==> src/rtl/mips_cpu_pkg.sv <==
// Shared types and helpers for the MIPS CPU multiply/divide unit.
// Latency: none (types and pure functions only).
// Backpressure: not applicable.
package mips_cpu_pkg;

  typedef enum logic [1:0] {
    MULTU = 2'b00,
    MULT  = 2'b01,
    DIVU  = 2'b10,
    DIV   = 2'b11
  } multdiv_op_t;

  typedef enum logic [1:0] {
    IDLE = 2'b00,
    RUN  = 2'b01,
    FIX  = 2'b10,
    DONE = 2'b11
  } multdiv_state_t;

  localparam int MULTDIV_ITER = 32;

  // Two's-complement negate of a 32-bit word.
  function automatic logic [31:0] neg32(input logic [31:0] x);
    return ~x + 32'd1;
  endfunction

  // Two's-complement negate of a 64-bit word.
  function automatic logic [63:0] neg64(input logic [63:0] x);
    return ~x + 64'd1;
  endfunction

  // Magnitude of x when treated as signed; raw value for unsigned ops.
  // 0x80000000 maps to itself, which is the correct unsigned magnitude.
  function automatic logic [31:0] abs32(input logic [31:0] x, input logic is_signed);
    return (is_signed && x[31]) ? neg32(x) : x;
  endfunction

endpackage

==> src/rtl/mips_cpu_multdiv_if.sv <==
// Request/result bundle between the CPU controller and the mult/div unit.
// Latency: none (wiring only).
// Backpressure: controller holds off new requests while busy is high.
interface mips_cpu_multdiv_if;
  import mips_cpu_pkg::*;

  logic        start;
  multdiv_op_t op;
  logic [31:0] op_a;
  logic [31:0] op_b;
  logic        busy;
  logic        done;
  logic        write_enable;
  logic [31:0] write_data_lo;
  logic [31:0] write_data_hi;

  modport master (
    output start, op, op_a, op_b,
    input  busy, done, write_enable, write_data_lo, write_data_hi
  );

  modport slave (
    input  start, op, op_a, op_b,
    output busy, done, write_enable, write_data_lo, write_data_hi
  );

endinterface

==> src/rtl/mips_cpu_multdiv.sv <==
// Iterative radix-2 MULT/MULTU/DIV/DIVU unit feeding the HI/LO register block.
// Latency: 34 cycles from the start edge to the HI/LO capture edge; one op per 35 cycles.
// Backpressure: start is only sampled in IDLE; requests while busy are dropped.
module mips_cpu_multdiv
  import mips_cpu_pkg::*;
(
  input  logic                     clk,
  input  logic                     reset,
  mips_cpu_multdiv_if.slave        bus
);

  multdiv_state_t state_q, state_d;
  multdiv_op_t    op_q;
  logic [4:0]     cnt_q;
  logic [31:0]    b_q;        // addend (multiply) or divisor (divide)
  logic [32:0]    rem_q;      // upper accumulator (multiply) or partial remainder (divide)
  logic [31:0]    lo_q;       // multiplier/low product or dividend/quotient
  logic           neg_res_q;  // negate product or quotient in FIX
  logic           neg_rem_q;  // negate remainder in FIX
  logic [31:0]    res_hi_q, res_lo_q;

  logic           is_div;
  logic [32:0]    add_x, add_y, add_sum, sel;
  logic [32:0]    rem_d;
  logic [31:0]    lo_d;
  logic [31:0]    a_mag, b_mag;
  logic [63:0]    product;

  assign is_div = op_q[1];

  // FSM state register.
  always_ff @(posedge clk or posedge reset) begin
    if (reset) state_q <= IDLE;
    else       state_q <= state_d;
  end

  // Next-state and status outputs.
  always_comb begin
    state_d          = state_q;
    bus.busy         = 1'b1;
    bus.done         = 1'b0;
    bus.write_enable = 1'b0;
    case (state_q)
      IDLE: begin
        bus.busy = 1'b0;
        if (bus.start) state_d = RUN;
      end
      RUN:  if (cnt_q == 5'd0) state_d = FIX;
      FIX:  state_d = DONE;
      DONE: begin
        bus.done         = 1'b1;
        bus.write_enable = 1'b1;
        state_d          = IDLE;
      end
      default: state_d = IDLE;
    endcase
  end

  // One iteration of the shared 33-bit add/subtract datapath.
  always_comb begin
    add_x   = is_div ? {rem_q[31:0], lo_q[31]} : rem_q;
    add_y   = {1'b0, b_q};
    add_sum = add_x + (is_div ? ~add_y : add_y) + {32'd0, is_div};
    sel     = add_x;
    rem_d   = rem_q;
    lo_d    = lo_q;
    if (is_div) begin
      // Restoring division: keep the difference only when it did not borrow.
      sel   = add_sum[32] ? add_x : add_sum;
      rem_d = sel;
      lo_d  = {lo_q[30:0], ~add_sum[32]};
    end else begin
      // Shift-add: conditionally add, then shift the 64-bit accumulator right.
      sel   = lo_q[0] ? add_sum : add_x;
      rem_d = {1'b0, sel[32:1]};
      lo_d  = {sel[0], lo_q[31:1]};
    end
  end

  // Operand magnitudes and the raw product used at FIX.
  always_comb begin
    a_mag   = abs32(bus.op_a, bus.op[0]);
    b_mag   = abs32(bus.op_b, bus.op[0]);
    product = {rem_q[31:0], lo_q};
  end

  // Operand capture, iteration and result registration.
  always_ff @(posedge clk or posedge reset) begin
    if (reset) begin
      op_q      <= MULTU;
      cnt_q     <= 5'd0;
      b_q       <= 32'd0;
      rem_q     <= 33'd0;
      lo_q      <= 32'd0;
      neg_res_q <= 1'b0;
      neg_rem_q <= 1'b0;
      res_hi_q  <= 32'd0;
      res_lo_q  <= 32'd0;
    end else begin
      case (state_q)
        IDLE: if (bus.start) begin
          op_q      <= bus.op;
          cnt_q     <= 5'(MULTDIV_ITER - 1);
          rem_q     <= 33'd0;
          // Multiply walks op_b bit by bit; divide shifts the dividend out of lo.
          b_q       <= bus.op[1] ? b_mag : a_mag;
          lo_q      <= bus.op[1] ? a_mag : b_mag;
          neg_res_q <= bus.op[0] & (bus.op_a[31] ^ bus.op_b[31]);
          neg_rem_q <= bus.op[0] & bus.op[1] & bus.op_a[31];
        end
        RUN: begin
          rem_q <= rem_d;
          lo_q  <= lo_d;
          if (cnt_q != 5'd0) cnt_q <= cnt_q - 5'd1;
        end
        FIX: begin
          if (is_div) begin
            res_lo_q <= neg_res_q ? neg32(lo_q) : lo_q;
            res_hi_q <= neg_rem_q ? neg32(rem_q[31:0]) : rem_q[31:0];
          end else begin
            {res_hi_q, res_lo_q} <= neg_res_q ? neg64(product) : product;
          end
        end
        default: ;
      endcase
    end
  end

  assign bus.write_data_lo = res_lo_q;
  assign bus.write_data_hi = res_hi_q;

endmodule

==> src/flat_wrapper.sv <==
// flat-port wrapper written by rule: the top's interface ports become plain ports
module mips_cpu_multdiv_flat import mips_cpu_pkg::*;
  (clk, reset, bus_start, bus_op, bus_op_a, bus_op_b, bus_busy, bus_done, bus_write_enable, bus_write_data_lo, bus_write_data_hi);
  mips_cpu_multdiv_if bus_i ();
  input  logic clk;
  input  logic reset;
  input wire logic [$bits(bus_i.start)-1:0] bus_start;
  input wire logic [$bits(bus_i.op)-1:0] bus_op;
  input wire logic [$bits(bus_i.op_a)-1:0] bus_op_a;
  input wire logic [$bits(bus_i.op_b)-1:0] bus_op_b;
  output wire logic [$bits(bus_i.busy)-1:0] bus_busy;
  output wire logic [$bits(bus_i.done)-1:0] bus_done;
  output wire logic [$bits(bus_i.write_enable)-1:0] bus_write_enable;
  output wire logic [$bits(bus_i.write_data_lo)-1:0] bus_write_data_lo;
  output wire logic [$bits(bus_i.write_data_hi)-1:0] bus_write_data_hi;
  assign bus_i.start = bus_start;
  assign bus_i.op = bus_op;
  assign bus_i.op_a = bus_op_a;
  assign bus_i.op_b = bus_op_b;
  assign bus_busy = bus_i.busy;
  assign bus_done = bus_i.done;
  assign bus_write_enable = bus_i.write_enable;
  assign bus_write_data_lo = bus_i.write_data_lo;
  assign bus_write_data_hi = bus_i.write_data_hi;
  mips_cpu_multdiv u_core (.clk(clk), .reset(reset), .bus(bus_i));
endmodule
==> config.mk <==
export PLATFORM = sky130hd
export DESIGN_NAME = mips_cpu_multdiv_flat
export DESIGN_NICKNAME = d
export VERILOG_FILES = /design/src/rtl/mips_cpu_pkg.sv /design/src/rtl/mips_cpu_multdiv_if.sv /design/src/rtl/mips_cpu_multdiv.sv /design/src/flat_wrapper.sv
export SDC_FILE = /design/constraint.sdc
export NUM_CORES = 1
export LEC_CHECK = 0
export CORE_MARGIN = 2
export CORE_UTILIZATION = 55
export CTS_CLUSTER_DIAMETER = 80
export DETAILED_ROUTE_END_ITERATION = 8
export PLACE_DENSITY = 0.77
export REMOVE_ABC_BUFFERS = 1
export SETUP_SLACK_MARGIN = 0.02
export SLEW_MARGIN = 40
export SYNTH_ARGS = -nofsm -noshare
export SYNTH_HDL_FRONTEND = slang
export SYNTH_SLANG_ARGS = --single-unit
==> constraint.sdc <==
create_clock -name clk -period 10.3 [get_ports clk]
set_input_delay 1.03 -clock clk [delete_from_list [all_inputs] [get_ports clk]]
set_output_delay 1.03 -clock clk [all_outputs]
set_load 0.005 [all_outputs]
# Word level (Yosys, flattened, before mapping)

Index checks and enable logic that the tools add are counted.

Output and inout bits: 67
Word-level logic and storage cells: 72
Register bits: 172

Equal/unequal tests: 6
Bitwise operators: 11
Muxes and demuxes: 27
Add/sub/neg operators: 8
Reductions and logical operators: 10

Operator list:

| cell                                                                | number |
|---|---|
| 32-bit two-way mux                                                  | 10 |
| 33-bit two-way mux                                                  | 6 |
| 32-bit by 1-bit adder with 32-bit output (second input constant)    | 4 |
| 32-bit NOT                                                          | 4 |
| 33-bit case mux with 2 select lines                                 | 1 |
| 64-bit by 1-bit adder with 64-bit output (second input constant)    | 1 |
| 64-bit two-way mux                                                  | 1 |
| 64-bit NOT                                                          | 1 |
| 32-bit case mux with 2 select lines                                 | 1 |
| 33-bit by 1-bit adder with 33-bit output                            | 1 |
| 33-bit adder                                                        | 1 |
| 32-bit NOT with 33-bit output                                       | 1 |
| 5-bit two-way mux                                                   | 2 |
| 5-bit case mux with 2 select lines                                  | 1 |
| 2-bit case mux with 4 select lines                                  | 1 |
| 2-bit AND reduction                                                 | 3 |
| 5-bit zero test                                                     | 1 |
| 5-bit nonzero test                                                  | 1 |
| 5-bit by 1-bit subtractor with 5-bit output (second input constant) | 1 |
| 2-bit equality test (second input constant)                         | 2 |
| 2-bit two-way mux                                                   | 2 |
| 2-bit by 1-bit != test with 1-bit output (second input constant)    | 2 |
| 1-bit AND                                                           | 3 |
| 3-bit AND reduction                                                 | 1 |
| other kinds (8)                                                     | 10 |

# Logic depth before layout (Yosys ltp)

Gate-level depths: netlist of the first run.

Word-level depth: 7
Mapped depth: 18

# Worst setup path before layout of the first run

Ideal clock, no wire load.

Path kind: reg-to-reg
From: register u_core.op_q[1]
To: register u_core.rem_q[8]
Arrival time: 4.788 ns
Slack: 5.370 ns
Buffers on the path: 6
Cell stages (with the launch flop): 17
Clock period less this slack: 4.930 ns
Path through: dfrtp_1 -> clkbuf_1 -> buf_1 -> clkbuf_1 -> clkbuf_1 -> xor2_1 -> fa_1 -> a211oi_1 -> o211ai_1 -> nand3_1 -> o211ai_1 -> a221oi_2 -> xnor2_1 -> clkbuf_1 -> clkbuf_1 -> mux2i_1 -> o221ai_1

Longest elaborated chain between the ends: 6

RTL lines:

| element                                      | line                                           | source |
|---|---|---|
| start, declared                              | mips_cpu_multdiv.sv:13                         | `multdiv_op_t op_q;` |
| start signal, assigned                       | mips_cpu_multdiv.sv:102                        | `op_q <= bus.op;` |
| 33-bit two-way mux, on equally long branches | mips_cpu_multdiv.sv:61, mips_cpu_multdiv.sv:63 |  |
| 33-bit adder                                 | mips_cpu_multdiv.sv:63                         | `add_sum = add_x + (is_div ? ~add_y : add_y) + {32'd0, is_div};` |
| 33-bit by 1-bit adder with 33-bit output     | mips_cpu_multdiv.sv:63                         |  |
| 33-bit two-way mux, on equally long branches | mips_cpu_multdiv.sv:74, mips_cpu_multdiv.sv:69 |  |
| 33-bit two-way mux *                         | mips_cpu_multdiv.sv:67                         | `if (is_div) begin` |
| 33-bit case mux with 2 select lines *        | mips_cpu_multdiv.sv:100                        | `case (state_q)` |
| end signal, assigned                         | mips_cpu_multdiv.sv:112                        | `rem_q <= rem_d;` |
| end, declared                                | mips_cpu_multdiv.sv:16                         | `logic [32:0] rem_q;` |

Mark *: on every way between the ends. The rest lies on a longest branch, timed or not.
A chain may end at the register's enable or synchronous reset.

# Worst setup path after layout of the first run

From: register u_core.op_q[1]
To: register u_core.rem_q[7]

Same word-level chain as after synthesis.

==> impl_metrics.yaml, run 1 <==
outcome:
  outcome: "complete, no violations"
timing:
  rsz0062_at_grt: "false"
  worst_clock_skew_ps: 16.1
  hold_viol_final: 0
  post-route-period-util: 0.518
  period_needed_ps: 5330
  fmax_ghz: 0.187
  holdWs_ps: 500
  final_max_slew_viol_count: 0
  setup_viol: 0
  worst_slew_pin_slew_ps: 828
  max-slew-margin-rel: 0.448
  tns_ps: 0
yosys:
  synth_area_leader_cell: "dfrtp_1"
  yosys_warnings: 0
  ys_ff_latch: 171
  ys_seq_area_frac: 0.315
  synth.area.top_cells: "dfrtp_1 31%, a21oi_1 7.6%, xor2_1 7.2%, mux2_2 6.4%, nor2_1 4.9%"
  async_flop_share: 1.00
  synth_top_area_frac: 0.315
  synth_edf_count: 0
  ys_types: 66
  synth_cells: 1650
  syn_area_mm2: 0.0136
  ys.flop_type: "dfrtp_1"
  syn_area_per_cell_um2: 8.24
grt:
  grt_max_degree: 103
  track_usage: 0.290
  grt-ovfl-total: 0
  grt_pass1_vias: 11800
  grt_pass1_wl_um: 61100
  antenna_found_initial: 1
cells_and_area:
  fin_util: 0.644
  layout-area-overhead-vs-synth_pct: 15.2
  final_area_mm2: 0.0157
  antenna_cells: 0
  layout_common_cells: "206 x a21oi_1, 178 x nor2_1, 169 x dfrtp_1, 134 x clkdlybuf4s50_1, 129 x nand2_1"
  nets: 1805
  layout-drive-gt1-share: 0.0873
  final_common_cell: "a21oi_1"
clocking:
  cts_buffers: 17
  cts_tree: "done"
  hold_buffers: 0
  clockRootBuffer: "clkbuf_16"
  clockBufferDepth: 2
  post_cts_resized: 0
  post_cts_buffers: 0
  clk_pin_slew_worst_paths_ps: 70
  cts_sinks: 171
  insertion_delay_ps: 430
  cts_max_level: 4
critical_path:
  worst_ep_arrival_time_ps: 5620
  crit_path_start_kind: "register"
  cp_data_required_time_ps: 10590
  cp_max_fo: 70
  crit_type: "reg -> reg"
  endpoint_kind: "register"
detailed_routing:
  wl_per_cell_um: 18.6
  drc: 0
  routed_wirelength_um: 37700
  via_per_inst: 6.14
  vias: 12500
  drt-pass1-iter-count: 5
  first_iter_violations: 1044
  detail-route-antenna-nets: 0
run:
  cap_violations: 0
placed_design:
  port_buffers: 135
  place_congestion: 0.977
  dpl_cell_area_mm2: 0.0150
  dp_hpwl_um: 27300
power_and_ir_drop:
  cellPowerDensity_mw_per_mm2: 362
  power_leakage_uw: 0.00655
  ir_worst_vdd_uv: 196
floorplanning:
  die_height_um: 161
  rows: 57
  dieArea_mm2: 0.0260
  die_width_um: 161
  io_pins: 136
  initial_utilization: 0.559
  core_area_mm2: 0.0243
min_path:
  min_path_type: "reg -> reg"
## cells in the mapped netlist (11+ instances only)
library cell,instances
a21oi_1,207
nor2_1,178
dfrtp_1,171
nand2_1,131
clkbuf_1,112
xor2_1,112
o21ai_0,109
mux2_2,77
xnor2_1,75
mux2i_1,57
ha_1,42
a211oi_1,35
nor3_1,33
inv_1,29
nor4_1,21
a31oi_1,20
o31ai_1,20
nand3_1,17
or3_1,17
o221ai_1,15
a21o_1,13
or4_1,12
a22o_1,11
nand2b_1,11
o211ai_1,11
o41ai_1,11
## through the flow
step | total power, µW | worst slack, ps | cells
after floorplan | 3890 | 2000 | 1524
after global placement | 4830 | 4910 | 1997
after detailed placement | 4910 | 4800 | 1997
after CTS | 5610 | 4760 | 2029
after global routing | 6130 | 4690 | 2030
final | 5670 | 4970 | 2030
## worst max-delay path, stage by stage (launching register included)
cell,delay [ps]
dfrtp_4,650
buf_4,450
inv_1,540
o21ai_0,330
fa_1,490
a211oi_1,290
o211ai_1,170
nand3_1,110
o211ai_1,230
a221oi_2,680
xnor2_2,180
buf_4,410
mux2_2,390
a21oi_1,140
o21ai_0,80
## report_power, final
| part | switching (µW) | total, µW | internal (µW) |
|---|---|---|---|
| clock | 294 | 665 | 371 |
| combinational | 2080 | 3660 | 1580 |
| sequential | 364 | 1340 | 975 |
## logic make-up after synthesis
| family | synth area share |
|---|---|
| buffers and inverters | 0.0444 |
| flip-flops | 0.315 |
| adder cells (fa/ha/maj) | 0.0401 |
| AO/OA/AOI/OAI | 0.216 |
| multiplexers | 0.106 |
| AND/OR/NAND/NOR | 0.159 |
| XOR/XNOR | 0.120 |
## registers in the layout, indices dropped and copies added, names as in the netlist
name                      cells
u_core.b_q                   32
u_core.state_q                2
u_core.cnt_q                  5
u_core.op_q                   1
u_core.bus.write_data_lo     32
u_core.lo_q                  32
u_core.neg_res_q              1
u_core.rem_q                 33
u_core.neg_rem_q              1
u_core.bus.write_data_hi     32
## layout make-up
type,count,area (µm²)
clock buffers,19,443
clock inverters,13,156
fillers,2082,8650
inverters,31,121
multi-input cells,1322,8780
flip-flops and latches,171,4280
well taps,324,405
repair buffers,150,1480
## worst paths after layout
kind,from,to,slack [ps],cells past startpoint
max in group asynchronous,reset,u_core.bus.write_data_lo[1]$_DFFE_PP0P_,8180,3
max reg2reg,u_core.op_q[1]$_DFFE_PP0P_,u_core.rem_q[7]$_DFFE_PP0P_,4970,14
max,u_core.op_q[1]$_DFFE_PP0P_,u_core.rem_q[7]$_DFFE_PP0P_,4970,14
min in group asynchronous,reset,u_core.bus.write_data_hi[2]$_DFFE_PP0P_,1020,2
min reg2reg,u_core.b_q[10]$_DFFE_PP0P_,u_core.b_q[10]$_DFFE_PP0P_,500,2
min,u_core.b_q[10]$_DFFE_PP0P_,u_core.b_q[10]$_DFFE_PP0P_,500,2
## routing by layer
metal  wire [µm]  vias to the layer above  global-route usage
met5           0                        -                   0
met4         807                        0              0.0913
met3        2720                       55              0.0521
met2       17000                      506               0.454
met1       17200                     5901               0.410
li1            -                     5998                   -
(Power assumes the default switching activity.)
==> run 2, diff against run 1 <==
==> constraint.sdc (replaced) <==
create_clock -name clk -period 5.5 [get_ports clk]
set_input_delay 0.55 -clock clk [delete_from_list [all_inputs] [get_ports clk]]
set_output_delay 0.55 -clock clk [all_outputs]
set_load 0.005 [all_outputs]
==> impl_metrics.yaml, run 2 (synthesized netlist as in run 1, its figures left out) <==
floorplanning:
  dieArea_mm2: 0.0260
  core_area_mm2: 0.0243
  io_pins: 136
  die_height_um: 161
  die_width_um: 161
  initial_utilization: 0.559
  rows: 57
timing:
  setup_viol: 0
  tns_ps: 0
  holdWs_ps: 492
  period_needed_ps: 4760
  worst_clock_skew_ps: 17.3
  fmax_ghz: 0.210
  rsz0062_at_grt: "false"
  worst_slew_pin_slew_ps: 826
  max-slew-margin-rel: 0.448
  post-route-period-util: 0.865
  final_max_slew_viol_count: 0
  hold_viol_final: 0
critical_path:
  critPathTopFamily: "compound AO/OA/AOI/OAI gates"
  worst_ep_arrival_time_ps: 5050
  ff2ff_path_depth: 14
  timing.critical_path.buf_inv: 3
  worstSetupStartpoint: "u_core.op_q[1]$_DFFE_PP0P_"
  crit_cells: 14
  endpoint_kind: "register"
  cp_data_required_time_ps: 5790
  cp_max_fo: 57
  critPathSlowestCell: "dfrtp_4"
  crit_path_start_kind: "register"
  slowest_delay_ps: 730
  crit_type: "reg -> reg"
  r2r-start: "u_core.op_q[1]$_DFFE_PP0P_"
  path_cells: "inv_1, buf_4, o21ai_0, fa_1, a211oi_1, o211ai_1, nand3_1, o211ai_1, a221oi_2, xnor2_2, buf_4, mux2_2, a21oi_1, o21ai_0"
cells_and_area:
  regMostFlops: "u_core.rem_q"
  layout_common_cells: "206 x a21oi_1, 178 x nor2_1, 169 x dfrtp_1, 134 x clkdlybuf4s50_1, 130 x nand2_1"
  layout-area-overhead-vs-synth_pct: 15.2
  nets: 1808
  largest_register_ffs: 33
  final_common_cell: "a21oi_1"
  fin_util: 0.644
  antenna_cells: 0
  layout-drive-gt1-share: 0.0878
run:
  cap_violations: 0
min_path:
  min-delay-start: "u_core.b_q[22]$_DFFE_PP0P_"
  worstHoldPathCells: 2
  min_path_type: "reg -> reg"
power_and_ir_drop:
  power_leakage_uw: 0.00656
  ir_worst_vdd_uv: 283
  cellPowerDensity_mw_per_mm2: 677
clocking:
  post_cts_buffers: 0
  hold_buffers: 0
  post_cts_resized: 0
  cts_buffers: 17
  insertion_delay_ps: 440
  clockBufferDepth: 2
  cts_tree: "done"
  clk_pin_slew_worst_paths_ps: 70
  cts_sinks: 171
  cts_max_level: 4
  clockRootBuffer: "clkbuf_16"
detailed_routing:
  drc: 0
  wl_per_cell_um: 18.8
  via_per_inst: 6.12
  detail-route-antenna-nets: 0
  first_iter_violations: 983
  vias: 12400
  drt-pass1-iter-count: 6
  routed_wirelength_um: 38300
grt:
  grt_max_degree: 103
  grt_pass1_vias: 11900
  grt-ovfl-total: 0
  track_usage: 0.294
  antenna_found_initial: 0
  grt_pass1_wl_um: 62000
placed_design:
  dp_hpwl_um: 28100
  port_buffers: 135
  place_congestion: 0.964
outcome:
  outcome: "complete, no violations"
[run 2: layer usage]
metal  track usage  vias to the layer above  wire length (µm)
li1              -                     6018                 -
met1         0.413                     5858             17100
met2         0.464                      486             17500
met3        0.0452                       76              2640
met4         0.102                        0              1040
met5             0                        -                 0
[run 2: final timing paths]
path,to,slack (ps)
setup / recovery,u_core.rem_q[7]$_DFFE_PP0P_,740
hold / removal,u_core.b_q[22]$_DFFE_PP0P_,490
setup reg to reg,u_core.rem_q[7]$_DFFE_PP0P_,740
hold reg to reg,u_core.b_q[22]$_DFFE_PP0P_,490
max in group asynchronous,u_core.lo_q[2]$_DFFE_PP0P_,3770
min in group asynchronous,u_core.bus.write_data_hi[5]$_DFFE_PP0P_,600
[run 2: power breakdown]
part,internal [µW],switching [µW]
combinational,2970,3810
sequential,1830,767
clock,644,584
[run 2: stage by stage]
stage               setup slack (ps)  instances  cell area, µm²  power [µW]
floorplan                      -2800       1524           13100        7280
global placement                 976       2001           15100        9160
detailed placement               871       2001           15100        9270
CTS                              809       2033           15700       10500
global route                     432       2033           15700       11400
finish                           743       2033           15700       10600
[run 2: final cells by class]
class / instances / area (µm²)
clock buffers: 18 / 429
inverters: 31 / 124
clock inverters: 14 / 146
well taps: 324 / 405
flip-flops and latches: 171 / 4290
fillers: 2151 / 8650
repair buffers: 153 / 1500
multi-input cells: 1322 / 8780
[run 2: tightest hold or removal path, stage by stage (launching register included)]
cell and delay [ps]:
dfrtp_1 350, nand2_1 60, nand2_1 50
